===== config.mk =====
export PLATFORM = sky130hd
export DESIGN_NAME = ctrl_mc
export DESIGN_NICKNAME = d
export VERILOG_FILES = /design/src/rtl/sisc_pkg.sv /design/src/rtl/ctrl_mc_dec.sv /design/src/rtl/ctrl_mc.sv
export SDC_FILE = /design/constraint.sdc
export NUM_CORES = 1
export LEC_CHECK = 0
export BUFFER_PORTS_ARGS = -buffer_cell sky130_fd_sc_hd__buf_4
export CORE_AREA = 5 5 63 65
export CTS_CLUSTER_DIAMETER = 60
export CTS_CLUSTER_SIZE = 20
export DETAILED_ROUTE_END_ITERATION = 16
export DIE_AREA = 0 0 68 70
export PLACE_DENSITY = 0.78
export SLEW_MARGIN = 20
export SYNTH_ARGS = -nofsm -noshare
export SYNTH_HDL_FRONTEND = slang
export SYNTH_SLANG_ARGS = --single-unit
export TNS_END_PERCENT = 100

===== constraint.sdc =====
create_clock -name clk -period 1.93 [get_ports clk]
set_input_delay 0.193 -clock clk [delete_from_list [all_inputs] [get_ports clk]]
set_output_delay 0.193 -clock clk [all_outputs]
set_load 0.02 [all_outputs]

===== src/rtl/sisc_pkg.sv =====
// sisc_pkg: constants and helpers shared by the multi-cycle controller.
//   - FSM state encoding (3 bits, visible on ctrl_mc.state)
//   - opcode values of the instruction set
//   - addressing-mode constant AM_IMM and datapath select codes
//   - helpers for classifying memory opcodes and choosing the address path
package sisc_pkg;

    // Controller states
    localparam logic [2:0] ST_START     = 3'd0;
    localparam logic [2:0] ST_FETCH     = 3'd1;
    localparam logic [2:0] ST_DECODE    = 3'd2;
    localparam logic [2:0] ST_EXECUTE   = 3'd3;
    localparam logic [2:0] ST_MEM       = 3'd4;
    localparam logic [2:0] ST_WAIT      = 3'd5;
    localparam logic [2:0] ST_WRITEBACK = 3'd6;
    localparam logic [2:0] ST_HALT      = 3'd7;

    // Opcodes
    localparam int OP_NOOP = 0;
    localparam int OP_LOD  = 1;
    localparam int OP_STR  = 2;
    localparam int OP_SWP  = 3;
    localparam int OP_BRA  = 4;
    localparam int OP_BRR  = 5;
    localparam int OP_BNE  = 6;
    localparam int OP_BNR  = 7;
    localparam int OP_ALU  = 8;
    localparam int OP_HLT  = 15;

    // Immediate addressing mode
    localparam int AM_IMM = 8;

    // Load/store addressing modes carried in the mm field
    localparam int AM_DIRECT   = 0;
    localparam int AM_INDIRECT = 1;
    localparam int AM_INDEXED  = 9;

    // ALU operation selects
    localparam logic [1:0] ALU_DEFAULT = 2'b10;
    localparam logic [1:0] ALU_ALT     = 2'b11;

    // Memory-address operand selects
    localparam logic [1:0] MM_SEL_REG = 2'd0;
    localparam logic [1:0] MM_SEL_IMM = 2'd1;
    localparam logic [1:0] MM_SEL_IND = 2'd2;

    // Register-file read-address selects
    localparam logic [1:0] RD_SEL_IR  = 2'd0;
    localparam logic [1:0] RD_SEL_DEF = 2'd1;

    // Swap/auto-update register selects
    localparam logic [1:0] SWAP_SEL_NONE = 2'd0;
    localparam logic [1:0] SWAP_SEL_UPD  = 2'd2;

    typedef struct packed {
        logic [1:0] alu_op;
        logic [1:0] mm_sel;
    } addr_sel_t;

    function automatic logic is_mem_op(input int op);
        return (op == OP_LOD) || (op == OP_STR);
    endfunction

    // Address computation path for a load/store given its mode field;
    // unrecognised modes fall back to the plain ALU path.
    function automatic addr_sel_t mem_addr_sel(input int mode);
        addr_sel_t sel;
        sel.alu_op = ALU_DEFAULT;
        sel.mm_sel = MM_SEL_REG;
        case (mode)
            AM_DIRECT: begin
                sel.alu_op = ALU_DEFAULT;
                sel.mm_sel = MM_SEL_IMM;
            end
            AM_INDIRECT: begin
                sel.alu_op = ALU_ALT;
                sel.mm_sel = MM_SEL_IND;
            end
            AM_INDEXED: begin
                sel.alu_op = ALU_ALT;
                sel.mm_sel = MM_SEL_REG;
            end
            default: ;
        endcase
        return sel;
    endfunction

endpackage


===== src/rtl/ctrl_mc_dec.sv =====
// ctrl_mc_dec: combinational datapath strobe/select decode for ctrl_mc.
// Inputs : state (3b), opcode (OPW), mm (STW), stat (STW)
// Outputs: rf_we, wb_sel, br_sel, pc_rst, pc_write, pc_sel, ir_load,
//          dm_we, dm_re, switch (1b each);
//          alu_op, rd_sel, mm_sel, swap_reg_sel (2b each)
module ctrl_mc_dec
    import sisc_pkg::*;
#(
    parameter int OPW = 4,
    parameter int STW = 4
) (
    input  logic [2:0]     state,
    input  logic [OPW-1:0] opcode,
    input  logic [STW-1:0] mm,
    input  logic [STW-1:0] stat,
    output logic           rf_we,
    output logic           wb_sel,
    output logic           br_sel,
    output logic           pc_rst,
    output logic           pc_write,
    output logic           pc_sel,
    output logic           ir_load,
    output logic           dm_we,
    output logic           dm_re,
    output logic           switch,
    output logic [1:0]     alu_op,
    output logic [1:0]     rd_sel,
    output logic [1:0]     mm_sel,
    output logic [1:0]     swap_reg_sel
);

    int        op_v;
    int        mm_v;
    logic      mm_zero;
    logic      stat_hit;
    logic      mem_op;
    addr_sel_t addr;
    logic [1:0] exec_alu;
    logic [1:0] exec_mm_sel;

    assign op_v     = int'(opcode);
    assign mm_v     = int'(mm);
    assign mm_zero  = (mm == '0);
    assign stat_hit = ((stat & mm) != '0);
    assign mem_op   = is_mem_op(op_v);
    assign addr     = mem_addr_sel(mm_v);

    // ALU/address selection chosen in EXECUTE; MEM and WAIT keep it stable
    // so the address presented to data memory does not move mid-access.
    always_comb begin
        exec_alu    = ALU_DEFAULT;
        exec_mm_sel = MM_SEL_REG;
        if (op_v == OP_ALU) begin
            exec_alu = {1'b0, mm_v == AM_IMM};
        end else if (op_v == OP_SWP) begin
            exec_alu = ALU_ALT;
        end else if (mem_op) begin
            exec_alu    = addr.alu_op;
            exec_mm_sel = addr.mm_sel;
        end
    end

    always_comb begin
        rf_we        = 1'b0;
        wb_sel       = 1'b1;
        br_sel       = 1'b0;
        pc_rst       = 1'b0;
        pc_write     = 1'b0;
        pc_sel       = 1'b1;
        ir_load      = 1'b0;
        dm_we        = 1'b0;
        dm_re        = 1'b0;
        switch       = 1'b0;
        alu_op       = ALU_DEFAULT;
        rd_sel       = RD_SEL_DEF;
        mm_sel       = MM_SEL_REG;
        swap_reg_sel = SWAP_SEL_NONE;

        case (state)
            ST_START: pc_rst = 1'b1;

            ST_FETCH: begin
                ir_load  = 1'b1;
                pc_write = 1'b1;
                pc_sel   = 1'b0;
            end

            // Branches resolve here: a zero mask means unconditional,
            // otherwise BRA/BRR test for any masked status bit set and
            // BNE/BNR for all masked status bits clear.
            ST_DECODE: begin
                if (op_v == OP_BRA || op_v == OP_BNE)
                    br_sel = 1'b1;
                if (op_v == OP_LOD || op_v == OP_SWP)
                    rd_sel = RD_SEL_IR;
                if ((op_v == OP_BRA || op_v == OP_BRR) && (mm_zero || stat_hit))
                    pc_write = 1'b1;
                if ((op_v == OP_BNE || op_v == OP_BNR) && (mm_zero || !stat_hit))
                    pc_write = 1'b1;
            end

            ST_EXECUTE: begin
                alu_op = exec_alu;
                mm_sel = exec_mm_sel;
                if (op_v == OP_SWP)
                    switch = 1'b1;
            end

            ST_MEM, ST_WAIT: begin
                alu_op = exec_alu;
                mm_sel = exec_mm_sel;
                if (op_v == OP_STR) begin
                    dm_we  = 1'b1;
                    rd_sel = RD_SEL_IR;
                end else if (op_v == OP_LOD) begin
                    dm_re = 1'b1;
                end
            end

            // Indirect and indexed loads/stores also write the updated
            // pointer back, which takes the ALU result path (wb_sel=1)
            // even for a load.
            ST_WRITEBACK: begin
                if (op_v == OP_ALU || op_v == OP_LOD || op_v == OP_SWP)
                    rf_we = 1'b1;
                if (op_v == OP_LOD)
                    wb_sel = 1'b0;
                if (op_v == OP_SWP)
                    swap_reg_sel = SWAP_SEL_UPD;
                if (mem_op && (mm_v == AM_INDIRECT || mm_v == AM_INDEXED)) begin
                    swap_reg_sel = SWAP_SEL_UPD;
                    rf_we        = 1'b1;
                    wb_sel       = 1'b1;
                end
            end

            default: ;
        endcase
    end

endmodule


===== src/rtl/ctrl_mc.sv =====
// ctrl_mc: multi-cycle instruction controller.
// Parameters: OPW opcode width, STW mask/status width, CNTW retired counter
//             width, TMO data-memory acknowledge timeout, FAST_PATH skip MEM
//             for non-memory instructions.
// Inputs : clk, rst (async, active-high), opcode, mm, stat, dm_ack, run
// Outputs: datapath strobes/selects (from ctrl_mc_dec), halted, mem_err,
//          state (3b), retired (CNTW)
module ctrl_mc
    import sisc_pkg::*;
#(
    parameter int OPW       = 4,
    parameter int STW       = 4,
    parameter int CNTW      = 16,
    parameter int TMO       = 8,
    parameter int FAST_PATH = 1
) (
    input  logic            clk,
    input  logic            rst,
    input  logic [OPW-1:0]  opcode,
    input  logic [STW-1:0]  mm,
    input  logic [STW-1:0]  stat,
    input  logic            dm_ack,
    input  logic            run,
    output logic            rf_we,
    output logic            wb_sel,
    output logic            br_sel,
    output logic            pc_rst,
    output logic            pc_write,
    output logic            pc_sel,
    output logic            ir_load,
    output logic            dm_we,
    output logic            dm_re,
    output logic            switch,
    output logic [1:0]      alu_op,
    output logic [1:0]      rd_sel,
    output logic [1:0]      mm_sel,
    output logic [1:0]      swap_reg_sel,
    output logic            halted,
    output logic            mem_err,
    output logic [2:0]      state,
    output logic [CNTW-1:0] retired
);

    localparam int WCW = (TMO > 1) ? $clog2(TMO) : 1;

    logic [2:0]     state_q;
    logic [2:0]     state_d;
    logic           rst_done;
    logic [WCW-1:0] wait_cnt;
    logic           mem_op;
    logic           timeout;

    assign state   = state_q;
    assign mem_op  = is_mem_op(int'(opcode));
    // wait_cnt holds the number of WAIT cycles already spent, so the last
    // permitted WAIT cycle is the one where it reads TMO-1.
    assign timeout = (state_q == ST_WAIT) && !dm_ack && (wait_cnt == WCW'(TMO - 1));

    always_comb begin
        state_d = state_q;
        case (state_q)
            ST_START:     if (rst_done) state_d = ST_FETCH;
            ST_FETCH:     state_d = ST_DECODE;
            ST_DECODE:    state_d = (opcode == OPW'(OP_HLT)) ? ST_HALT : ST_EXECUTE;
            ST_EXECUTE:   state_d = (mem_op || FAST_PATH == 0) ? ST_MEM : ST_WRITEBACK;
            ST_MEM:       state_d = (mem_op && !dm_ack) ? ST_WAIT : ST_WRITEBACK;
            ST_WAIT: begin
                if (dm_ack)
                    state_d = ST_WRITEBACK;
                else if (timeout)
                    state_d = ST_HALT;
            end
            ST_WRITEBACK: state_d = ST_FETCH;
            ST_HALT:      if (run) state_d = ST_FETCH;
            default:      state_d = ST_START;
        endcase
    end

    // START is held for one extra cycle after reset release so the first
    // FETCH lands on the second rising edge; rst_done marks that cycle.
    always_ff @(posedge clk or posedge rst) begin
        if (rst) begin
            state_q  <= ST_START;
            rst_done <= 1'b0;
        end else begin
            state_q  <= state_d;
            rst_done <= 1'b1;
        end
    end

    always_ff @(posedge clk or posedge rst) begin
        if (rst)
            wait_cnt <= '0;
        else if (state_q == ST_WAIT)
            wait_cnt <= wait_cnt + WCW'(1);
        else
            wait_cnt <= '0;
    end

    always_ff @(posedge clk or posedge rst) begin
        if (rst)
            retired <= '0;
        else if (state_q == ST_WRITEBACK)
            retired <= retired + CNTW'(1);
    end

    // mem_err survives until the operator resumes with run.
    always_ff @(posedge clk or posedge rst) begin
        if (rst) begin
            halted  <= 1'b0;
            mem_err <= 1'b0;
        end else begin
            halted <= (state_d == ST_HALT);
            if (timeout)
                mem_err <= 1'b1;
            else if (state_q == ST_HALT && run)
                mem_err <= 1'b0;
        end
    end

    ctrl_mc_dec #(
        .OPW(OPW),
        .STW(STW)
    ) u_dec (
        .state        (state_q),
        .opcode       (opcode),
        .mm           (mm),
        .stat         (stat),
        .rf_we        (rf_we),
        .wb_sel       (wb_sel),
        .br_sel       (br_sel),
        .pc_rst       (pc_rst),
        .pc_write     (pc_write),
        .pc_sel       (pc_sel),
        .ir_load      (ir_load),
        .dm_we        (dm_we),
        .dm_re        (dm_re),
        .switch       (switch),
        .alu_op       (alu_op),
        .rd_sel       (rd_sel),
        .mm_sel       (mm_sel),
        .swap_reg_sel (swap_reg_sel)
    );

endmodule


==> results of run 1 <==
[worst max-delay path, cell delays in order (launching register included)]
cell and delay [ps]:
dfrtp_2 460, and3b_2 250, nor2_1 100, nor4b_2 350
buf_4 200
[per-stage QoR]
stage	hold slack, ps	TNS [ps]	cell area [sq um]	total power, W	setup WS, ps
final	212	0	2120	0.00236	57.8
after global routing	200	0	2120	0.00249	4.98
after CTS	191	0	2060	0.00224	7.99
after detailed placement	268	0	1990	0.00195	219
after global placement	260	0	1990	0.00192	367
after floorplan	220	-167	1560	0.00152	-83.4
[power by group through the flow]
stage / clock network (W) / logic [W] / registers, W
6_report: 0.000243 / 0.00137 / 0.000748
2_1_floorplan: 0 / 0.000683 / 0.000841
3_3_place_gp: 0 / 0.00115 / 0.000765
5_1_grt: 0.000270 / 0.00146 / 0.000764
3_5_place_dp: 0 / 0.00118 / 0.000773
4_1_cts: 0.000250 / 0.00125 / 0.000750
[worst paths after layout]
check / from / endpoint / slack [ps] / cells after the start
max in group asynchronous: rst / state[1] / 1220 / 4
max: state[2] / mm_sel[0] / 60 / 4
min: run / mem_err / 210 / 4
min reg2reg: wait_cnt[0] / wait_cnt[0] / 440 / 1
max reg2reg: state[0] / retired[15] / 330 / 5
min in group asynchronous: rst / halted / 460 / 4
[logic make-up (layout without fill, tap and decap cells)]
| kind of cell | count (synthesis) | after routing | share of synthesized area [%] |
|---|---|---|---|
| multiplexers | 1 | 1 | 0.726 |
| AO/OA/AOI/OAI | 18 | 18 | 9.84 |
| other | 2 | 3 | 0.484 |
| XOR/XNOR | 17 | 17 | 9.60 |
| AND/OR/NAND/NOR | 72 | 72 | 30.2 |
| adder cells (fa/ha/maj) | 4 | 4 | 3.06 |
| flip-flops | 25 | 25 | 40.3 |
| buffers and inverters | 18 | 77 | 5.81 |
[sequential cells by signal (all words and copies together), names as in the netlist]
register and count:
state 3, mem_err 1, halted 1, wait_cnt 3, rst_done 1, retired 16
[layout by cell type, fill, tap and decap left out, drive strengths merged, types with 2 or more instances in the layout]
cell,instances
buf,63
dfrtp,25
nand2,14
nor2,13
inv,9
xor2,9
xnor2,8
nor3,7
nand2b,6
nand3,5
nor4,4
nand4,3
a31oi,3
and3,3
ha,3
conb,3
clkbuf,3
nand4b,3
o21ai,3
nor2b,3
and4,2
nor4b,2
a21oi,2
and3b,2
nor3b,2
[cell type report]
cell class                 instances  area (sq um)
timing repair buffer              64           490
inverter                           9          33.8
clock buffer                       3          22.5
multi-input combinational        115           880
clock inverter                     1          5.00
sequential                        25           628
tap                               46          57.6
fill                             273          1170
[per-layer routing]
layer | share of wire [%] | global-route usage [%] | vias up
li1 | - | - | 668
met1 | 39 | 21.7 | 677
met2 | 53 | 29.8 | 61
met3 | 5.5 | 3.21 | 10
met4 | 2.1 | 7.06 | 0
met5 | 0 | 0 | -
[timing repair]
action | 4_1_cts | 5_1_grt
endpoints found under the setup margin | 5 | 7
resized for setup | 5 | 8
hold buffers | 1 | 0
hold endpoints to repair | 25 | 0
pin swaps | 0 | 3
buffers inserted | 2 | 3
==> summary.txt, run 1 <==
Power
  – Gate power share: 58.0%
  – Peak VDD IR: 0.775 mV
  – Clk pwr share: 10.3%
  – Static Leak: 1.06 nW
  – Internal Dissipation: 0.00132 W
  – Seq pwr share: 31.7%
  – Switching Share: 43.8%
  – Power Density: 1110 nW/um^2
  – Sw power: 0.00103 W

Route
  – First-pass DRT Iterations: 4
  – WL per Instance: 16.4 microns
  – Via density: 5.38
  – Final WL: 4320 microns
  – Vias: 1,416
  – 1st-iter DRT viols: 61
  – DRC: 0
  – Final ANT Viol Nets: 0

Place
  – Dpl cells: 253
  – DP Wirelength: 3170 microns
  – Final RePlAce weighted congestion: 0.889
  – PortBufs: 52

Clock tree
  – Total CTS buffers: 3
  – CTS root buffer: clkbuf_4
  – Longest Clk Path Bufs: 2
  – CTS Sinks: 25
  – H-tree level count: 1
  – Clk slew on worst S/H paths: 140 ps
  – Clock latency on the worst-skew pair: 320 ps
  – CTS tree: built

Synthesis
  – Syn_area_per_cell: 9.88 sq um
  – Most numerous cell in the Yosys netlist: dfrtp_1
  – Seq cells post-synth: 25
  – Post-synthesis async set-or-reset flop share: 100%
  – Mapped cell area: 1550 sq um
  – Register area share after synthesis: 40.3%
  – Yosys cell types: 50
  – Number of synthesized flops with an enable pin: 0
  – Post-synth top cells: dfrtp_1, nand2_1, nor2_1, inv_1, xor2_1
  – Area share of the largest cell type after synthesis: 40.3%
  – Area leader, netlist: dfrtp_1
  – Ys flop type: dfrtp_1
  – Yosys warns: 0
  – Top cells by area, synth: dfrtp_1, xor2_1, xnor2_1, nand2_1, nor2_1
  – Mapped Cells: 157

Finish
  – Syn-to-layout area delta: 36.5%
  – Finished Layout Cells: 263
  – Number of nets in the layout: 237
  – Share of cells above drive strength 1: 41.5%
  – Diode count: 0
  – Final core utilization: 64.5%

Global routing
  – Antenna violations before repair: 0
  – GRT Overall Usage: 17.7%
  – Total gr overflow: 0
  – First-pass GRT wire length: 6520 microns
  – Pin count of the biggest net entering global routing: 26
  – Vias in the first global route: 1,399

Setup path
  – Crit Path Category: flop to output port
  – CP endpoint kind: output port
  – Required @ worst endpoint: 1740 ps
  – Worst Setup Start Kind: flop
  – Max FO, Critical Path: 5
  – Arr. time, crit path: 1680 ps

Timing
  – Fin. Hold Viols: 0
  – Max Freq: 534 MHz
  – RSZ-0062 raised after global routing: no
  – Fin Clk Skew: 5.17 ps
  – # setup viols final: 0
  – Fin crit period: 1870 ps
  – Fin crit share: 97.0%
  – Final count of pins violating max slew: 0

Run
  – MaxCap Viol Count: 0

Floorplan
  – Die ar.: 4760 sq um
  – Row cnt: 21
  – Die Y: 70 microns
  – Starting density of the core: 47.2%
  – Floorplan die width: 68 microns
  – Core ar.: 3280 sq um
  – IO Count: 55

Hold path
  – Hold/Removal Path Class: input pin to flop

Outcome
  – Status: finished clean
Power figures use the tool's default switching activity.
==> inputs of run 2 (changes only) <==
- CORE_AREA: 5 5 63 65 -> 5 5 64 66
- DIE_AREA: 0 0 68 70 -> 0 0 69 71
- PLACE_DENSITY: 0.78 -> 0.76
==> run 2 against run 1 <==
  * Non-clock buffer count is 1 lower
  * Maximum frequency is 0.44% higher
  * First-iteration DRC count is 25% higher
  * Count of clock-buffer cells in the layout stayed put
  * Hold slack worse by 29 ps
==> summary.txt, run 2 (synthesis gave the netlist of run 1 again) <==
Timing
  – Fin crit period: 1860 ps
  – Hold WS: 182 ps
  – Max-slew headroom: 63.7%
  – Fin Clk Skew: 11.6 ps
  – # setup viols final: 0
  – Final count of pins violating max slew: 0
  – Fin. Hold Viols: 0
  – RSZ-0062 raised after global routing: yes
  – Slew @ Worst Pin: 544 ps
  – Fin crit share: 96.6%
  – Final setup margin: 66.0 ps
  – Max Freq: 536 MHz

Finish
  – Largest Register: retired
  – Share of cells above drive strength 1: 40.3%
  – Number of nets in the layout: 236
  – Finished Layout Cells: 264
  – Most common cell after layout, fill and taps aside: buf_4
  – Max FFs per register: 16
  – Most frequent cells in the layout: buf_4, dfrtp_1, nand2_1, nor2_1
  – Diode count: 0
  – Syn-to-layout area delta: 35.6%

Global routing
  – Vias in the first global route: 1,338
  – GRT Overall Usage: 15.1%
  – GRT busiest layer: met2
  – Antenna violations before repair: 0
  – First-pass GRT wire length: 6210 microns
  – Met1 usage: 18.5%
  – Total gr overflow: 0
  – Met2 usage: 28.2%
  – Pin count of the biggest net entering global routing: 26
  – Met3 Usage GRT: 2.56%

Clock tree
  – Total CTS buffers: 3
  – Longest Clk Path Bufs: 2
  – Clk slew on worst S/H paths: 140 ps
  – CTS tree: built
  – Clock latency on the worst-skew pair: 320 ps
  – H-tree level count: 1
  – CTS root buffer: clkbuf_4
  – CTS Sinks: 25

Place
  – Placement Setup Slack: 231 ps
  – Final RePlAce weighted congestion: 0.864
  – PortBufs: 52
  – Dpl cells: 255
  – DP Wirelength: 2880 microns

Power
  – Sw power: 0.000974 W
  – Internal Dissipation: 0.00131 W
  – Peak VDD IR: 0.711 mV
  – Power Density: 1090 nW/um^2
  – Switching Share: 42.6%
  – Clk pwr share: 10.4%
  – Seq pwr share: 32.4%
  – Gate power share: 57.2%
  – Static Leak: 1.05 nW

Route
  – DRC: 0
  – First-pass DRT Iterations: 5
  – Vias: 1,371
  – Final WL: 3720 microns
  – Via density: 5.19
  – 1st-iter DRT viols: 76
  – Final ANT Viol Nets: 0
  – WL per Instance: 14.1 microns

Outcome
  – Status: finished clean

Setup path
  – Arr. time, crit path: 1670 ps
  – Required @ worst endpoint: 1740 ps
  – CP delay by family, top: simple AND/OR/NAND/NOR gates
  – CP Buf/Inv Count: 2
  – CP Cell Sequence: buf_4 -> and3b_2 -> nor2_2 -> nor4b_2 -> buf_4
  – Max FO, Critical Path: 14
  – Top cell by count, worst path: buf_4
  – Critical path's slowest cell: dfrtp_1
  – Crit Path Category: flop to output port
  – CP endpoint kind: output port
  – Crit path largest cell delay: 360 ps
  – Worst Setup Start Kind: flop

Run
  – MaxCap Viol Count: 0

Floorplan
  – Starting density of the core: 44.0%
  – Core ar.: 3520 sq um
  – Floorplan die width: 69 microns
  – Die Y: 71 microns
  – Row cnt: 22
  – IO Count: 55
  – Die ar.: 4900 sq um

Hold path
  – Hold/Removal Path Class: input pin to flop
-- run 2: changes by cell type in the layout (fill, tap and decap cells not counted) --
cell,previous run,this run
nor4_2,2,1
buf_4,61,60
nor2_1,11,10
clkinvlp_4,0,1
nor4_1,1,2
nor2b_2,1,0
nor3_2,2,1
nor2_2,2,3
nor2b_1,1,2
clkinv_2,1,0
nor3_1,5,6
-- run 2: final cells by class --
type	count	area (sq um)
Fill cell	320	1420
Multi-Input combinational cell	115	868
Sequential cell	25	628
Timing Repair Buffer	63	483
Clock buffer	3	22.5
Clock inverter	1	7.51
Tap cell	48	60.1
Inverter	9	33.8
-- run 2: stage by stage --
step,area [sq um],total power [W],setup TNS (ps),utilization [%]
2_1_floorplan,1560,0.00152,-167,-
3_3_place_gp,1990,0.00194,0,56.6
3_5_place_dp,1990,0.00194,0,56.6
4_1_cts,2070,0.00225,0,58.7
5_1_grt,2100,0.00244,-33.1,59.7
6_report,2100,0.00228,0,59.7
-- run 2: timing repair --
| item | CTS | global route |
|---|---|---|
| setup endpoints to repair | 4 | 5 |
| pin swaps | 0 | 2 |
| endpoints found under the hold margin | 25 | 0 |
| buffers inserted | 3 | 1 |
| gates resized for setup | 4 | 7 |
| hold buffers | 1 | 0 |
-- run 2: worst min-delay path: stages --
cell     delay, ps
buf_4           90
nand3_1         70
nand2_1         60
o21ai_0         70
-- run 2: power groups by stage --
stage               Sequential, W  Clock, W  Combinational [W]
floorplan                0.000841         0           0.000683
global placement         0.000775         0            0.00116
detailed placement       0.000777         0            0.00116
CTS                      0.000746  0.000246            0.00125
global route             0.000761  0.000270            0.00141
finish                   0.000741  0.000237            0.00131
-- run 2: worst paths after layout --
kind	cells past startpoint	to	slack, ps	startpoint
worst max register to register	6	retired[15]	290	state[2]
worst min-delay path	4	mem_err	180	run
min in group asynchronous	4	wait_cnt[1]	450	rst
worst max-delay path	5	mm_sel[1]	70	state[0]
worst min register to register	1	wait_cnt[0]	440	wait_cnt[0]
max in group asynchronous	4	state[2]	1210	rst
-- run 2: layer usage --
metal	wire length, microns	up-vias
li1	-	672
met1	1560	661
met2	2020	36
met3	125	2
met4	22	0
met5	0	-
==> inputs of run 3 (changes only) <==
- CORE_AREA: 5 5 64 66 -> 5 5 65 67
- DIE_AREA: 0 0 69 71 -> 0 0 70 72
- PLACE_DENSITY: 0.76 -> 0.77
- clock period: 1.93 -> 1.53 ns (I/O delays scaled with it)
==> run 3 against run 2 <==
  * Largest cell class unchanged
  * Highest routed layer unchanged
  * The flow now finishes with violations (negative setup slack)
  * Critical path type unchanged
  * Final area increased by 24%
  * Critical endpoint is now wb_sel
  * Sequential cell count is the same
  * Via count is 16% higher
==> summary.txt, run 3 (synthesis gave the netlist of run 1 again) <==
Outcome
  – Status: complete, but fails checks
  – Failing checks: negative setup slack

Power
  – Gate power share: 68.3%
  – Sw power: 0.00166 W
  – Clk pwr share: 8.0%
  – Peak VDD IR: 1.23 mV
  – Static Leak: 1.30 nW
  – Internal Dissipation: 0.00231 W
  – Power Density: 1520 nW/um^2
  – Seq pwr share: 23.7%
  – Switching Share: 41.9%

Finish
  – Diode count: 0
  – Max FFs per register: 16
  – Final core utilization: 72.9%
  – Fillers: 232
  – Share of cells above drive strength 1: 56.1%
  – Number of nets in the layout: 266
  – Finished Layout Cells: 294
  – Syn-to-layout area delta: 68.1%
  – Final design area excluding fillers: 2610 sq um
  – Most frequent cells in the layout: buf_4, buf_6, dfrtp_1, nand2_1, xor2_1
  – Largest Register: retired
  – Most common cell after layout, fill and taps aside: buf_4

Clock tree
  – CTS Sinks: 25
  – CTS tree: built
  – CTS root buffer: clkbuf_4
  – Longest Clk Path Bufs: 2
  – Total CTS buffers: 3
  – Clk slew on worst S/H paths: 160 ps
  – Clock latency on the worst-skew pair: 340 ps
  – H-tree level count: 1

Route
  – First-pass DRT Iterations: 4
  – DRC: 0
  – Final ANT Viol Nets: 0
  – Final WL: 5080 microns
  – WL per Instance: 17.3 microns
  – Vias: 1,594
  – 1st-iter DRT viols: 70
  – Via density: 5.42

Place
  – DP Wirelength: 3170 microns
  – Placement Cell Area: 2160 sq um
  – Dpl cells: 271
  – PortBufs: 52
  – Final RePlAce weighted congestion: 0.858

Timing
  – Max Freq: 545 MHz
  – Fin. Hold Viols: 0
  – Final count of pins violating max slew: 0
  – Fin crit period: 1830 ps
  – RSZ-0062 raised after global routing: yes
  – # setup viols final: 24
  – Fin Clk Skew: 19.4 ps
  – Final setup margin: -304 ps
  – Fin crit share: 120%

Hold path
  – Hold Path Depth: 3
  – Hold/Removal Path Class: input pin to flop
  – Min-delay src: dm_ack
  – Worst Hold End: state[0]

Setup path
  – Crit path largest cell delay: 480 ps
  – RR Endpoint: retired[15]
  – Arr. time, crit path: 1680 ps
  – CP Cell Sequence: and2b_1 -> nand2_2 -> or4_4 -> buf_6
  – Crit Path Category: flop to output port
  – CP endpoint kind: output port
  – CP Buf/Inv Count: 1
  – Worst R2R Path Depth: 6
  – Required @ worst endpoint: 1380 ps
  – Reg-to-reg slack, setup: -110 ps
  – RR Startpoint: state[0]
  – CP delay by family, top: simple AND/OR/NAND/NOR gates
  – Worst Setup Start Kind: flop
  – Number of cells on the critical path: 4
  – Max FO, Critical Path: 2
  – Critical path's slowest cell: or4_4

Floorplan
  – Floorplan die width: 70 microns
  – Die Y: 72 microns
  – IO Count: 55
  – Row cnt: 22
  – Core ar.: 3580 sq um
  – Die ar.: 5040 sq um
  – Starting density of the core: 43.4%

Global routing
  – Antenna violations before repair: 0
  – GRT Overall Usage: 19.6%
  – Pin count of the biggest net entering global routing: 26
  – First-pass GRT wire length: 8110 microns
  – Vias in the first global route: 1,689
  – Total gr overflow: 0

Run
  – MaxCap Viol Count: 0
==> run 3: cell types whose count changed in the layout (fill, tap and decap cells not counted), moves of 3 or more <==
cell / previous run / this run
nor3_1: 6 / 2
buf_4: 60 / 66
nor3_4: 0 / 3
buf_6: 2 / 26
nor2_4: 0 / 5
nor2_1: 10 / 7
==> run 3: area by class of cell <==
class | count | area (sq um) | area share, %
multi-input combinational | 115 | 1060 | 40.5
tap | 48 | 60.1 | 2.30
clock buffer | 3 | 22.5 | 0.864
sequential | 25 | 629 | 24.1
clock inverter | 1 | 7.51 | 0.288
inverter | 9 | 33.8 | 1.30
timing repair buffer | 93 | 798 | 30.6
==> run 3: worst max-delay path by stage <==
stage,from,endpoint,slack [ps]
after floorplan,state[1],alu_op[0],-80
after global placement,state[2],mm_sel[1],30
after detailed placement,state[0],retired[15],10
after CTS,state[0],wb_sel,-300
after global routing,state[0],wb_sel,-360
final,state[0],wb_sel,-300
==> run 3: power by group through the flow <==
stage / combinational (W) / sequential, W / clock, W
6_report: 0.00271 / 0.000942 / 0.000317
5_1_grt: 0.00286 / 0.000961 / 0.000348
4_1_cts: 0.00247 / 0.000929 / 0.000328
3_5_place_dp: 0.00181 / 0.000956 / 0
3_3_place_gp: 0.00179 / 0.000949 / 0
2_1_floorplan: 0.000923 / 0.00107 / 0
==> run 3: routing by layer <==
layer | part of all wire (%) | global-route usage, % | routed length (microns) | vias up
li1 | - | - | - | 731
met1 | 39 | 24.3 | 2000 | 804
met2 | 54 | 35.7 | 2750 | 49
met3 | 4.7 | 4.02 | 240 | 10
met4 | 1.7 | 3.40 | 88 | 0
met5 | 0 | 0 | 0 | -
==> run 3: tightest hold or removal path: stages <==
cell and delay, ps:
buf_4 100, a221o_1 190, a21oi_2 50
==> run 3: per-stage QoR <==
stage,setup TNS (ps),total power [W],setup WS [ps],hold slack [ps]
final,-3500,0.00397,-304,176
after CTS,-2980,0.00373,-301,154
after global placement,0,0.00274,29.9,230
after floorplan,-165,0.00200,-78.3,180
after detailed placement,0,0.00276,12.6,229
after global routing,-5010,0.00417,-365,159
==> run 3: timing repair <==
| item | in CTS | in global routing |
|---|---|---|
| endpoints found under the setup margin | 18 | 28 |
| hold endpoints to repair | 25 | 0 |
| hold buffers | 1 | 0 |
| pin swaps | 14 | 9 |
| gates resized for setup | 43 | 21 |
| setup buffers | 17 | 5 |
